==> config.mk <==
export PLATFORM = sky130hd
export DESIGN_NAME = instr_sequencer
export DESIGN_NICKNAME = d
export VERILOG_FILES = /design/src/rtl/instr_sequencer_pkg.sv /design/src/rtl/instr_sequencer_buffer.sv /design/src/rtl/instr_sequencer.sv
export SDC_FILE = /design/constraint.sdc
export NUM_CORES = 1
export LEC_CHECK = 0
export CORE_MARGIN = 3
export CORE_UTILIZATION = 40
export DETAILED_ROUTE_END_ITERATION = 16
export GPL_TIMING_DRIVEN = 1
export SYNTH_ARGS = -nofsm -noshare
export SYNTH_HDL_FRONTEND = slang
export SYNTH_SLANG_ARGS = --single-unit
==> constraint.sdc <==
create_clock -name clk -period 3.28 [get_ports clk]
set_clock_uncertainty 0.05 [all_clocks]
set_input_delay 0.82 -clock clk [delete_from_list [all_inputs] [get_ports clk]]
set_output_delay 0.82 -clock clk [all_outputs]
set_load 0.005 [all_outputs]
==> src/rtl/instr_sequencer_pkg.sv <==
// Shared definitions for the instruction sequencer: FSM state encoding,
// processor tick constants and the opcode field values of the 9-bit ISA.
package instr_sequencer_pkg;

  typedef enum logic [1:0] {
    ST_LOAD = 2'd0,
    ST_RUN  = 2'd1,
    ST_HALT = 2'd2
  } state_t;

  localparam logic [3:0] TICK_FETCH = 4'b0001;
  localparam logic [3:0] TICK_WB    = 4'b1000;

  localparam logic [2:0] OP_MOVI = 3'b000;
  localparam logic [2:0] OP_ADD  = 3'b001;
  localparam logic [2:0] OP_ADDI = 3'b010;
  localparam logic [2:0] OP_SUB  = 3'b011;

  localparam int WORD_W = 9;

endpackage

==> src/rtl/instr_sequencer_buffer.sv <==
// instr_buffer: DEPTH x 9 program store. Synchronous write, combinational
// read, no reset (contents survive a sequencer reset by design).
import instr_sequencer_pkg::*;

module instr_buffer #(
  parameter int DEPTH = 16,
  parameter int AW    = 4
) (
  input  logic              clk,
  input  logic              we,
  input  logic [AW-1:0]     waddr,
  input  logic [WORD_W-1:0] wdata,
  input  logic [AW-1:0]     raddr,
  output logic [WORD_W-1:0] rdata
);

  logic [WORD_W-1:0] mem_r [DEPTH];

  // Store one instruction word per write strobe.
  always_ff @(posedge clk) begin
    if (we) begin
      mem_r[waddr] <= wdata;
    end
  end

  assign rdata = mem_r[raddr];

endmodule

==> src/rtl/instr_sequencer.sv <==
// instr_sequencer: loads a short program from the switches, then plays it
// back on din one word per processor instruction (tick 0001 = fetch,
// tick 1000 = write-back). Optional build macro INSTR_SEQ_LOOP_EN makes the
// program repeat forever instead of stopping in HALT.
import instr_sequencer_pkg::*;

module instr_sequencer #(
  parameter int DEPTH = 16,
  parameter int AW    = 4
) (
  input  logic              clk,
  input  logic              rst,
  input  logic              wr_en,
  input  logic [WORD_W-1:0] wr_data,
  input  logic              start,
  input  logic [3:0]        tick,
  output logic [WORD_W-1:0] din,
  output logic [AW-1:0]     pc,
  output logic [AW:0]       count,
  output logic              full,
  output logic              running,
  output logic              halted
);

  localparam logic [AW:0]   CNT_ONE   = {{AW{1'b0}}, 1'b1};
  localparam logic [AW-1:0] PC_ONE    = {{(AW-1){1'b0}}, 1'b1};
  localparam logic [AW:0]   CNT_DEPTH = (AW+1)'(DEPTH);

  state_t            state_r;
  logic [AW:0]       count_r;
  logic [AW-1:0]     pc_r;
  logic              fetched_r;

  logic              full_s;
  logic              last_s;
  logic              load_go_s;
  logic              we_s;
  logic [AW-1:0]     waddr_s;
  logic [WORD_W-1:0] rd_data_s;

  assign full_s    = (count_r == CNT_DEPTH);
  assign last_s    = ({1'b0, pc_r} == (count_r - CNT_ONE));
  // A write in the same cycle as start makes an empty buffer non-empty.
  assign load_go_s = start && ((count_r != {(AW+1){1'b0}}) || wr_en);

  // Buffer write port: append in LOAD, restart at address 0 from HALT.
  always_comb begin
    we_s    = 1'b0;
    waddr_s = count_r[AW-1:0];
    case (state_r)
      ST_LOAD: begin
        we_s    = wr_en && !full_s;
        waddr_s = count_r[AW-1:0];
      end
      ST_HALT: begin
        we_s    = wr_en;
        waddr_s = {AW{1'b0}};
      end
      default: begin
        we_s    = 1'b0;
        waddr_s = count_r[AW-1:0];
      end
    endcase
  end

  instr_buffer #(.DEPTH(DEPTH), .AW(AW)) u_buf (
    .clk   (clk),
    .we    (we_s),
    .waddr (waddr_s),
    .wdata (wr_data),
    .raddr (pc_r),
    .rdata (rd_data_s)
  );

  // Sequencer FSM: load, play back on the processor's ticks, halt at end.
  always_ff @(posedge clk or posedge rst) begin
    if (rst) begin
      state_r   <= ST_LOAD;
      count_r   <= {(AW+1){1'b0}};
      pc_r      <= {AW{1'b0}};
      fetched_r <= 1'b0;
    end else begin
      case (state_r)
        ST_LOAD: begin
          if (wr_en && !full_s) begin
            count_r <= count_r + CNT_ONE;
          end
          if (load_go_s) begin
            state_r   <= ST_RUN;
            pc_r      <= {AW{1'b0}};
            fetched_r <= 1'b0;
          end
        end
        ST_RUN: begin
`ifdef INSTR_SEQ_LOOP_EN
          if (start) begin
            pc_r      <= {AW{1'b0}};
            fetched_r <= 1'b0;
          end else
`endif
          if (tick == TICK_FETCH) begin
            fetched_r <= 1'b1;
          end else if ((tick == TICK_WB) && fetched_r) begin
            // Only a write-back that follows our own fetch retires a word,
            // so a start landing mid-instruction still issues word 0 whole.
            fetched_r <= 1'b0;
            if (last_s) begin
`ifdef INSTR_SEQ_LOOP_EN
              pc_r <= {AW{1'b0}};
`else
              state_r <= ST_HALT;
`endif
            end else begin
              pc_r <= pc_r + PC_ONE;
            end
          end
        end
        ST_HALT: begin
          if (wr_en) begin
            state_r   <= ST_LOAD;
            count_r   <= CNT_ONE;
            pc_r      <= {AW{1'b0}};
            fetched_r <= 1'b0;
          end else if (start) begin
            state_r   <= ST_RUN;
            pc_r      <= {AW{1'b0}};
            fetched_r <= 1'b0;
          end
        end
        default: begin
          state_r   <= ST_LOAD;
          count_r   <= {(AW+1){1'b0}};
          pc_r      <= {AW{1'b0}};
          fetched_r <= 1'b0;
        end
      endcase
    end
  end

  assign din     = (state_r == ST_LOAD) ? {WORD_W{1'b0}} : rd_data_s;
  assign pc      = pc_r;
  assign count   = count_r;
  assign full    = full_s;
  assign running = (state_r == ST_RUN);
  assign halted  = (state_r == ST_HALT);

endmodule

==> results of run 1 <==
[flip-flops by register name, summed over array words and instances, names as in the netlist]
register / cells
count: 5
fetched_r: 1
pc: 4
state_r: 2
u_buf.mem_r: 144
[layout make-up]
type | instances | area [um^2]
fill | 1259 | 7550
inverter | 10 | 37.5
sequential | 156 | 4630
clock buffer | 20 | 437
multi-input combinational | 153 | 1790
clock inverter | 12 | 98.8
timing repair buffer | 74 | 734
tap | 211 | 264
[metal layers]
layer	part of all wire, %	track usage, %	wire, um	vias to the layer above
met1	44	22.8	6470	1789
met2	50	28.0	7260	69
met4	1.6	7.03	230	2
met3	4.2	3.85	609	20
met5	0.089	0	13	-
li1	-	-	-	1524
[cells in the mapped netlist (4+ instances only)]
master,count
clkbuf_1,6
edfxtp_1,144
xor2_1,4
inv_1,10
dfrtp_1,12
o21ai_0,8
buf_2,5
nand3_1,7
nor2b_1,10
xnor2_1,4
mux4_2,45
nor2_1,19
nand2_1,5
[where the power goes]
part | switching, uW | internal [uW]
logic | 838 | 1130
clock network | 751 | 1030
registers | 53.0 | 2220
total | 1640 | 4390
[repair_timing]
action,in CTS,in global routing
gates resized for setup,45,8
setup buffers,5,1
hold endpoints to repair,0,0
gates cloned,4,0
setup endpoints to repair,9,8
[worst max-delay path by stage]
| stage | from | to | slack (ns) | depth (start not counted) |
|---|---|---|---|---|
| finish | pc[0] | din[0] | -0.03 | 7 |
| global route | pc[0] | din[0] | -0.10 | 7 |
| CTS | pc[0] | din[1] | -0.09 | 7 |
| detailed placement | pc[0] | din[7] | 0.1 | 5 |
| global placement | pc[0] | din[8] | 0.10 | 5 |
| floorplan | wr_en | u_buf.mem_r[7][0] | 0.19 | 5 |
[stage by stage]
step	util [%]	area [um^2]
after floorplan	-	6500
after global placement	47.0	7300
after detailed placement	47.0	7300
after CTS	51.4	7980
after global routing	51.4	7990
final	51.4	7990
[logic make-up (layout without fill, tap and decap cells)]
family | Yosys count | after routing | share of synthesized area (%)
buffers and inverters | 27 | 116 | 2.12
adders and majority gates | 3 | 3 | 0.577
muxes | 46 | 46 | 15.8
and+or+nand+nor | 69 | 69 | 6.45
DFF | 156 | 156 | 71.1
xor gates and xnor gates | 9 | 9 | 1.33
AOI/OAI and AO/OA | 26 | 26 | 2.64
[placed cells by master, fill, tap and decap left out, types with 3 or more instances in the layout]
| cell | n |
|---|---|
| mux4_2 | 45 |
| xor2_1 | 4 |
| nand2_1 | 5 |
| edfxtp_1 | 144 |
| dfrtp_1 | 10 |
| buf_16 | 3 |
| buf_2 | 8 |
| nor3_1 | 3 |
| clkdlybuf4s50_1 | 28 |
| nor2b_1 | 5 |
| buf_4 | 27 |
| o21ai_0 | 8 |
| clkinvlp_4 | 4 |
| nand3_1 | 7 |
| clkbuf_1 | 3 |
| nor2_1 | 19 |
| buf_6 | 3 |
| xnor2_1 | 4 |
| nand2b_1 | 3 |
| clkinv_1 | 3 |
| inv_1 | 10 |
| clkbuf_16 | 17 |
| ha_1 | 3 |
| buf_12 | 4 |
| nor2b_4 | 5 |
[worst register-to-register path, delay by kind of cell, from the launching register on]
| family | cells | cell delay, ns |
|---|---|---|
| buf+inv | 2 | 0.34 |
| simple gates | 3 | 1.08 |
| fa+ha+maj | 1 | 0.26 |
| compound gates | 1 | 0.15 |
| flops | 1 | 0.34 |
==> results.tsv, run 1 <==
stage	metric	value	unit
timing	FMAX	302	MHz
floorplan	effective utilization at floorplan	41.8	%
timing	max-slew violations	0	
critical_path	Critical Path End Type	output pin	
timing	endpoints failing hold	0	
clock_tree	hold buffers post-CTS	0	
outcome	failing checks	setup timing	
timing	Fin Setup TNS	-0.0752	ns
synth	Post-Syn Area per Cell	19.3	um^2
floorplan	core area	0.0155	mm^2
synth	post-synth top area cell	edfxtp_1	
critical_path	WP buf/inv	4	
critical_path	Reg2Reg Depth	7	
global_route	GRT Util Overall	17.3	%
detailed_routing	WL final	14.6	mm
power_and_ir_drop	Pwr Total	6030	uW
global_route	vias in the first global route	3590	
final_layout	Non-Filler Instances	636	
critical_path	Critical R2R Capture	u_buf.mem_r[0][2]	
timing	Tcrit/Tclk final	101	%
critical_path	CP max FO	5	
detailed_routing	DRC viols	0	
timing	Worst slew margin	34.6	%
floorplan	# IOs	38	
critical_path	CP Launch Type	flop	
final_layout	fraction of final layout cells sized beyond drive strength 1	32.0	%
clock_tree	CTS Sinks	156	
synth	ys async rst share	7.69	%
flow_run	max cap viols	0	
worst_hold_path	Hold Path Class	flop to flop	
clock_tree	CTS clk-pin slew, worst paths	0.06	ns
power_and_ir_drop	P per Cell Area	755	mW/mm^2
critical_path	Crit path top cell by count	mux4_2	
clock_tree	CTS tree	done	
final_layout	Area growth, synth to finish	22.9	%
placement	GPL Wtd Cong	0.776	
synth	register area share after synthesis	71.1	%
synth	Seq cells post-synth	156	
clock_tree	total CTS buffers	17	
synth	EDFF count, synth	144	
detailed_routing	Detail Route Antenna Nets	0	
synth	yosys warns	0	
floorplan	chip height	133	um
timing	Worst Setup Slack, final	-0.0332	ns
placement	placed cell count	595	
outcome	status	finished, violations left	
clock_tree	Worst-Skew Late Latency	0.42	ns
detailed_routing	first-pass detailed-route iteration total	4	
critical_path	CP cell instances	buf_12 -> buf_8 -> buf_16 -> mux4_2 -> mux4_2 -> nor2b_4 -> buf_2	
synth	Yosys top cell area share	66.5	%
detailed_routing	via/cell ratio	5.35	
timing	crit path time final	3.31	ns
final_layout	# diodes	0	
placement	Place WS	0.0969	ns
floorplan	Site Rows	45	
clock_tree	CTS Root Cell	clkbuf_16	
worst_hold_path	Hold Crit Depth	2	
timing	Slew @ Worst Pin	0.978	ns
timing	RSZ-0062 raised after global routing	yes	
critical_path	CP required	2.41	ns
global_route	first-pass GRT wire length	22.0	mm
power_and_ir_drop	VDD IR max	0.395	mV
synth	post-synth net total	356	
clock_tree	H-tree depth	4	
critical_path	r2r setup slk	0.77	ns
placement	DP HPWL	8.45	mm
critical_path	Worst path max stage delay	0.50	ns
critical_path	Critical Path AT	2.44	ns
floorplan	DIE AREA	0.0178	mm^2
critical_path	Slowest-stage cell, CP	mux4_2	
detailed_routing	total number of vias	3404	
final_layout	Final nets	432	
critical_path	CP Class	flop to output pin	
timing	final hold slack	0.532	ns
detailed_routing	number of DRC markers in iteration 0	421	
worst_hold_path	hold path start	fetched_r	
global_route	initial antenna violation count	1	
clock_tree	CTS max path bufs	2	
power_and_ir_drop	Leak	0.00265	uW
synth	top cells by area, synth	edfxtp_1, mux4_2, dfrtp_1	
critical_path	reg2reg start	count[0]	
global_route	GRT overflow	0	
synth	mapped cell area	0.00650	mm^2
synth	Synth cell types	50	
floorplan	die width	133	um
critical_path	delay-heaviest family, CP	multiplexers	
worst_hold_path	worst hold endpoint	fetched_r	
global_route	pin count of the biggest net entering global routing	42	
timing	Final setup viols	5	
placement	Port Buf Inserts	37	
detailed_routing	WL per Instance	22.9	um
synth	Syn Inst Count	336	
synth	Main synth FF type	edfxtp_1	
Power figures use the tool's default switching activity.
==> inputs of run 2 (changes only) <==
--- a/config.mk
+++ b/config.mk
@@ -9,6 +9,7 @@
 export CORE_UTILIZATION = 40
 export DETAILED_ROUTE_END_ITERATION = 16
 export GPL_TIMING_DRIVEN = 1
+export SKIP_CTS_REPAIR_TIMING = 1
 export SYNTH_ARGS = -nofsm -noshare
 export SYNTH_HDL_FRONTEND = slang
 export SYNTH_SLANG_ARGS = --single-unit
==> run 2 against run 1 <==
Effect of this change: the run still ends with setup timing left; final cell count is 2.2% higher; non-clock buffer count is 14 higher; sequential power hardly changed; critical path depth is 1 lower; combinational power hardly changed; critical path type unchanged; largest cell class unchanged; largest power group unchanged.
==> results.tsv, run 2 (synthesis results as in run 1) <==
stage	metric	value	unit	change
outcome	failing checks	setup timing		
timing	Worst slew margin	10.0	%	-25 points
critical_path	WP buf/inv	3		-1
timing	final hold slack	0.531	ns	-0.000989 ns
global_route	GRT Util Overall	16.8	%	-0.49 points
power_and_ir_drop	Switching Share	27.1	%	-0.11 points
placement	DP HPWL	8.45	mm	unchanged
clock_tree	CTS Sinks	156		unchanged
power_and_ir_drop	P per Cell Area	750	mW/mm^2	-0.60%
clock_tree	CTS Root Cell	clkbuf_16		
timing	Final setup viols	9		+4
final_layout	Most flops, register	u_buf.mem_r		
critical_path	Critical Path AT	2.50	ns	+0.06 ns
floorplan	die width	133	um	unchanged
floorplan	effective utilization at floorplan	41.8	%	unchanged
timing	FMAX	297	MHz	-1.6%
floorplan	chip height	133	um	unchanged
final_layout	fraction of final layout cells sized beyond drive strength 1	33.3	%	+1.3 points
final_layout	Final nets	446		+3.2%
timing	endpoints failing hold	0		unchanged
final_layout	most common cell after layout, fill and taps aside	edfxtp_1		
critical_path	CP max FO	5		unchanged
timing	Worst Setup Slack, final	-0.0874	ns	-0.0542 ns
detailed_routing	Detail Route Antenna Nets	0		unchanged
global_route	first-pass GRT wire length	21.4	mm	-2.5%
placement	Port Buf Inserts	37		unchanged
power_and_ir_drop	sw power	1630	uW	-0.63%
floorplan	# IOs	38		unchanged
timing	RSZ-0062 raised after global routing	yes		
power_and_ir_drop	VDD IR max	0.419	mV	+6.1%
power_and_ir_drop	Reg power frac	37.9	%	+0.2 points
clock_tree	CTS tree	done		
detailed_routing	number of DRC markers in iteration 0	358		-15%
clock_tree	CTS clk-pin slew, worst paths	0.06	ns	about the same
timing	max-slew violations	0		unchanged
power_and_ir_drop	Clk pwr share	29.7	%	about the same
floorplan	core area	0.0155	mm^2	unchanged
power_and_ir_drop	Combinational Power Share	32.4	%	-0.3 points
worst_hold_path	Hold Path Class	flop to flop		
critical_path	CP cell instances	clkbuf_16 -> buf_6 -> mux4_2 -> mux4_2 -> nor2b_2 -> buf_2		
timing	Slew @ Worst Pin	1.34	ns	+0.367 ns
final_layout	# diodes	0		unchanged
final_layout	Fill cells	1266		+0.56%
critical_path	CP Class	flop to output pin		
flow_run	max cap viols	0		unchanged
clock_tree	total CTS buffers	17		unchanged
detailed_routing	total number of vias	3467		+1.9%
power_and_ir_drop	internal power	4380	uW	about the same
global_route	initial antenna violation count	1		unchanged
outcome	status	finished, violations left		
timing	Tcrit/Tclk final	103	%	+1.7 points
critical_path	Critical Path End Type	output pin		
clock_tree	CTS max path bufs	2		unchanged
final_layout	final instance area	0.00802	mm^2	+0.38%
critical_path	Slowest-stage cell, CP	mux4_2		
detailed_routing	WL per Instance	22.5	um	-2.1%
power_and_ir_drop	Leak	0.00267	uW	+1.1%
floorplan	DIE AREA	0.0178	mm^2	unchanged
placement	GPL Wtd Cong	0.776		unchanged
detailed_routing	first-pass detailed-route iteration total	4		unchanged
detailed_routing	via/cell ratio	5.33		-0.34%
placement	Placed Area	0.00730	mm^2	unchanged
detailed_routing	WL final	14.6	mm	about the same
critical_path	CP required	2.41	ns	about the same
critical_path	Worst path max stage delay	0.49	ns	about the same
critical_path	delay-heaviest family, CP	multiplexers		
clock_tree	H-tree depth	4		unchanged
final_layout	Area growth, synth to finish	23.3	%	
floorplan	Site Rows	45		unchanged
final_layout	commonest non-fill, non-tap cells in the layout	edfxtp_1, mux4_2, buf_4, clkdlybuf4s50_1		
timing	crit path time final	3.37	ns	+0.0542 ns
detailed_routing	DRC viols	0		unchanged
critical_path	CP Launch Type	flop		
critical_path	Crit path top cell by count	mux4_2		
global_route	GRT overflow	0		unchanged
final_layout	Largest register FFs	144		unchanged
global_route	vias in the first global route	3506		-2.3%
clock_tree	Worst-Skew Late Latency	0.42	ns	about the same
global_route	pin count of the biggest net entering global routing	42		unchanged
## run 2: final timing paths
kind                                     endpoint  cells after the start  startpoint  slack [ns]
worst max register to register  u_buf.mem_r[0][5]                      7    count[0]        0.76
worst max-delay path                       din[7]                      6       pc[0]       -0.09
min in group asynchronous                count[4]                      2         rst        0.68
max in group asynchronous                   pc[2]                      2         rst        2.12
worst min register to register          fetched_r                      2   fetched_r        0.53
worst min-delay path                    fetched_r                      2   fetched_r        0.53
## run 2: area by class of cell
class,count,area (um^2),share of cell area [%]
sequential,156,4630,57.7
inverter,10,37.5,0.468
clock inverter,12,98.8,1.23
clock buffer,20,437,5.45
multi-input combinational,153,1750,21.9
timing repair buffer,88,800,9.97
tap,211,264,3.29
## run 2: routing by layer
layer | track usage [%] | vias up | part of all wire (%)
met5 | 0 | - | 0.089
met4 | 7.03 | 2 | 1.9
met3 | 3.81 | 20 | 6.2
met2 | 26.8 | 102 | 50
met1 | 22.4 | 1794 | 42
li1 | - | 1549 | -
## run 2: stage by stage
stage	setup slack (ns)	TNS (ns)	power (uW)	utilization (%)	cells
after detailed placement	0.0969	0	4090	47.0	595
after floorplan	0.190	0	3440	-	336
final	-0.0874	-0.467	6010	51.6	650
after global placement	0.100	0	4070	47.0	595
after CTS	-0.380	-3.01	5860	50.4	627
after global routing	-0.156	-1.15	6290	51.6	650
## run 2: power groups by stage
stage / clock network [uW] / logic, uW / registers (uW)
finish: 1780 / 1950 / 2280
global route: 1910 / 2100 / 2290
CTS: 1810 / 1780 / 2280
detailed placement: 0 / 1770 / 2320
global placement: 0 / 1760 / 2310
floorplan: 0 / 1140 / 2310
## run 2: worst register-to-register path, stage by stage (launching register included)
cell and delay [ns]:
dfrtp_1 0.34, inv_1 0.09, ha_1 0.26, and4bb_4 0.25
or4b_4 0.51, or3_1 0.32, a21oi_1 0.15, buf_4 0.25
==> inputs of run 3 (changes only) <==
--- a/config.mk
+++ b/config.mk
@@ -7,6 +7,7 @@
 export LEC_CHECK = 0
 export CORE_MARGIN = 3
 export CORE_UTILIZATION = 40
+export CTS_CLUSTER_SIZE = 12
 export DETAILED_ROUTE_END_ITERATION = 16
 export GPL_TIMING_DRIVEN = 1
 export SKIP_CTS_REPAIR_TIMING = 1
==> constraint.sdc (replaced) <==
create_clock -name clk -period 3.28 [get_ports clk]
set_clock_uncertainty 0.05 [all_clocks]
set_input_delay 0.82 -clock clk [delete_from_list [all_inputs] [get_ports clk]]
set_output_delay 0.82 -clock clk [all_outputs]
set_load 0.01 [all_outputs]
==> run 3 against run 2 <==
Effect of this change: the run still ends with setup timing left; clock-buffer cell count decreased by 2; non-clock buffer count decreased by 10; sequential cell count did not move; via count fell by 2.5%; sequential share of layout area barely moved; global-route usage is 0.16 points higher; register-to-register slack lost 0.02 ns; fmax is 1.8% higher; first-iteration DRC count increased by 4.5%.
==> results.tsv, run 3 (synthesis results as in run 1) <==
stage	metric	value	unit	change
critical_path	CP Class	flop to output pin		
timing	Worst slew margin	13.5	%	+3.5 points
global_route	vias in the first global route	3469		-1.1%
detailed_routing	DRC viols	0		unchanged
placement	GPL Wtd Cong	0.830		+7.0%
timing	Worst Setup Slack, final	-0.0290	ns	+0.0584 ns
timing	Slew @ Worst Pin	1.29	ns	-0.0521 ns
power_and_ir_drop	Switching Share	27.5	%	+0.34 points
power_and_ir_drop	Clk pwr share	30.8	%	+1.1 points
placement	Port Buf Inserts	37		unchanged
placement	placed cell count	597		+0.34%
global_route	pin count of the biggest net entering global routing	38		-9.5%
timing	Tcrit/Tclk final	101	%	-1.8 points
power_and_ir_drop	Combinational Power Share	32.3	%	about the same
critical_path	CP max FO	6		+1
final_layout	# diodes	0		unchanged
timing	RSZ-0062 raised after global routing	yes		
timing	FMAX	302	MHz	+1.8%
floorplan	effective utilization at floorplan	41.8	%	unchanged
critical_path	Critical R2R Capture	u_buf.mem_r[0][1]		
power_and_ir_drop	sw power	1680	uW	+3.1%
clock_tree	CTS tree	done		
critical_path	Slowest-stage cell, CP	mux4_2		
detailed_routing	WL per Instance	22.8	um	+1.3%
outcome	status	finished, violations left		
power_and_ir_drop	Leak	0.00267	uW	about the same
final_layout	Final Core Density	51.6	%	about the same
critical_path	Crit path top cell by count	mux4_2		
critical_path	Critical Path AT	2.44	ns	-0.06 ns
timing	endpoints failing hold	0		unchanged
critical_path	CP required	2.41	ns	about the same
global_route	first-pass GRT wire length	21.6	mm	+0.81%
critical_path	WP buf/inv	3		unchanged
detailed_routing	total number of vias	3379		-2.5%
final_layout	commonest non-fill, non-tap cells in the layout	edfxtp_1, mux4_2, buf_4, clkdlybuf4s50_1, clkbuf_16		
final_layout	most common cell after layout, fill and taps aside	edfxtp_1		
global_route	GRT Util Overall	16.9	%	+0.16 points
clock_tree	CTS max path bufs	2		unchanged
floorplan	chip height	133	um	unchanged
placement	DP HPWL	8.51	mm	+0.69%
critical_path	reg2reg start	count[0]		
final_layout	final instance area	0.00801	mm^2	about the same
clock_tree	total CTS buffers	17		unchanged
clock_tree	Worst-Skew Late Latency	0.42	ns	about the same
detailed_routing	number of DRC markers in iteration 0	374		+4.5%
power_and_ir_drop	P per Cell Area	765	mW/mm^2	+1.9%
final_layout	Non-Filler Instances	640		-1.5%
final_layout	Most flops, register	u_buf.mem_r		
critical_path	delay-heaviest family, CP	multiplexers		
detailed_routing	first-pass detailed-route iteration total	4		unchanged
timing	crit path time final	3.31	ns	-0.0584 ns
floorplan	DIE AREA	0.0178	mm^2	unchanged
placement	Placed Area	0.00731	mm^2	+0.21%
critical_path	Worst Setup SP	pc[0]		
power_and_ir_drop	VDD IR max	0.378	mV	-9.8%
floorplan	die width	133	um	unchanged
timing	final hold slack	0.536	ns	+0.00515 ns
clock_tree	CTS Root Cell	clkbuf_16		
timing	Final setup viols	2		-7
critical_path	CP endpoint	din[2]		
timing	max-slew violations	0		unchanged
final_layout	Largest register FFs	144		unchanged
final_layout	Final nets	436		-2.2%
final_layout	Area growth, synth to finish	23.2	%	about the same
final_layout	fraction of final layout cells sized beyond drive strength 1	32.6	%	-0.62 points
detailed_routing	via/cell ratio	5.28		-1.0%
floorplan	core area	0.0155	mm^2	unchanged
flow_run	max cap viols	0		unchanged
global_route	initial antenna violation count	1		unchanged
clock_tree	CTS Sinks	156		unchanged
critical_path	Worst path max stage delay	0.51	ns	+0.02 ns
power_and_ir_drop	internal power	4440	uW	+1.4%
detailed_routing	WL final	14.6	mm	-0.21%
critical_path	Critical Path End Type	output pin		
floorplan	Site Rows	45		unchanged
floorplan	# IOs	38		unchanged
critical_path	CP Launch Type	flop		
clock_tree	H-tree depth	4		unchanged
critical_path	CP cell instances	buf_6 -> buf_12 -> mux4_2 -> mux4_2 -> nor2b_1 -> clkbuf_2		
worst_hold_path	Hold Path Class	flop to flop		
outcome	failing checks	setup timing		
global_route	GRT overflow	0		unchanged
detailed_routing	Detail Route Antenna Nets	0		unchanged
critical_path	CP Depth	6		unchanged
critical_path	Reg2Reg Depth	7		unchanged
critical_path	r2r setup slk	0.74	ns	-0.02 ns
power_and_ir_drop	Reg power frac	36.9	%	-1.0 points
clock_tree	CTS clk-pin slew, worst paths	0.06	ns	about the same
==> run 3: cell count changes in the layout (fill, tap and decap cells not counted), moves of 2 or more <==
cell        before  now
clkinvlp_4       4    2
buf_4           42   33
clkbuf_1         3    1
buf_2            3    1
nor2b_4          0    2
==> run 3: area by class of cell <==
class	count	area, um^2
clock buffers	18	429
clock inverters	14	144
fillers	1274	7530
inverters	10	37.5
multi-input cells	153	1770
flip-flops and latches	156	4630
well taps	211	264
repair buffers	78	743
==> run 3: routing by layer <==
layer  part of all wire (%)  track usage (%)  vias up  routed length [um]
li1                       -                -     1533                   -
met5                  0.089                0        -                  13
met1                     42             23.6     1751                6160
met4                    1.5             5.71        2                 213
met2                     50             26.7       81                7210
met3                    6.6             3.74       12                 963
==> run 3: how the worst min path moves through the flow <==
stage                           end  startpoint  cells past startpoint  slack, ns
after detailed placement  fetched_r   fetched_r                      2       0.53
after CTS                 fetched_r   fetched_r                      2       0.54
after global routing      fetched_r   fetched_r                      2       0.58
after floorplan           fetched_r   fetched_r                      2       0.48
after global placement    fetched_r   fetched_r                      2       0.51
final                     fetched_r   fetched_r                      2       0.54
==> run 3: power groups by stage <==
| stage | Combinational [uW] | Clock [uW] | Sequential (uW) |
|---|---|---|---|
| 2_1_floorplan | 1180 | 0 | 2320 |
| 3_3_place_gp | 1830 | 0 | 2300 |
| 3_5_place_dp | 1840 | 0 | 2300 |
| 4_1_cts | 1840 | 1920 | 2260 |
| 5_1_grt | 2130 | 2010 | 2270 |
| 6_report | 1980 | 1880 | 2260 |
==> run 3: worst register-to-register path: stages (launching register included) <==
cell      delay [ns]
dfrtp_1         0.35
inv_1           0.08
ha_1            0.26
and4bb_4        0.25
or4b_4          0.51
or3_1           0.32
a21oi_1         0.15
buf_4           0.24
==> run 3: through the flow <==
step	TNS [ns]	total power [uW]	setup WS, ns
2_1_floorplan	0	3500	0.190
3_3_place_gp	0	4130	0.0573
3_5_place_dp	0	4140	0.0456
4_1_cts	-3.22	6020	-0.405
5_1_grt	-0.621	6410	-0.0856
6_report	-0.0504	6120	-0.0290
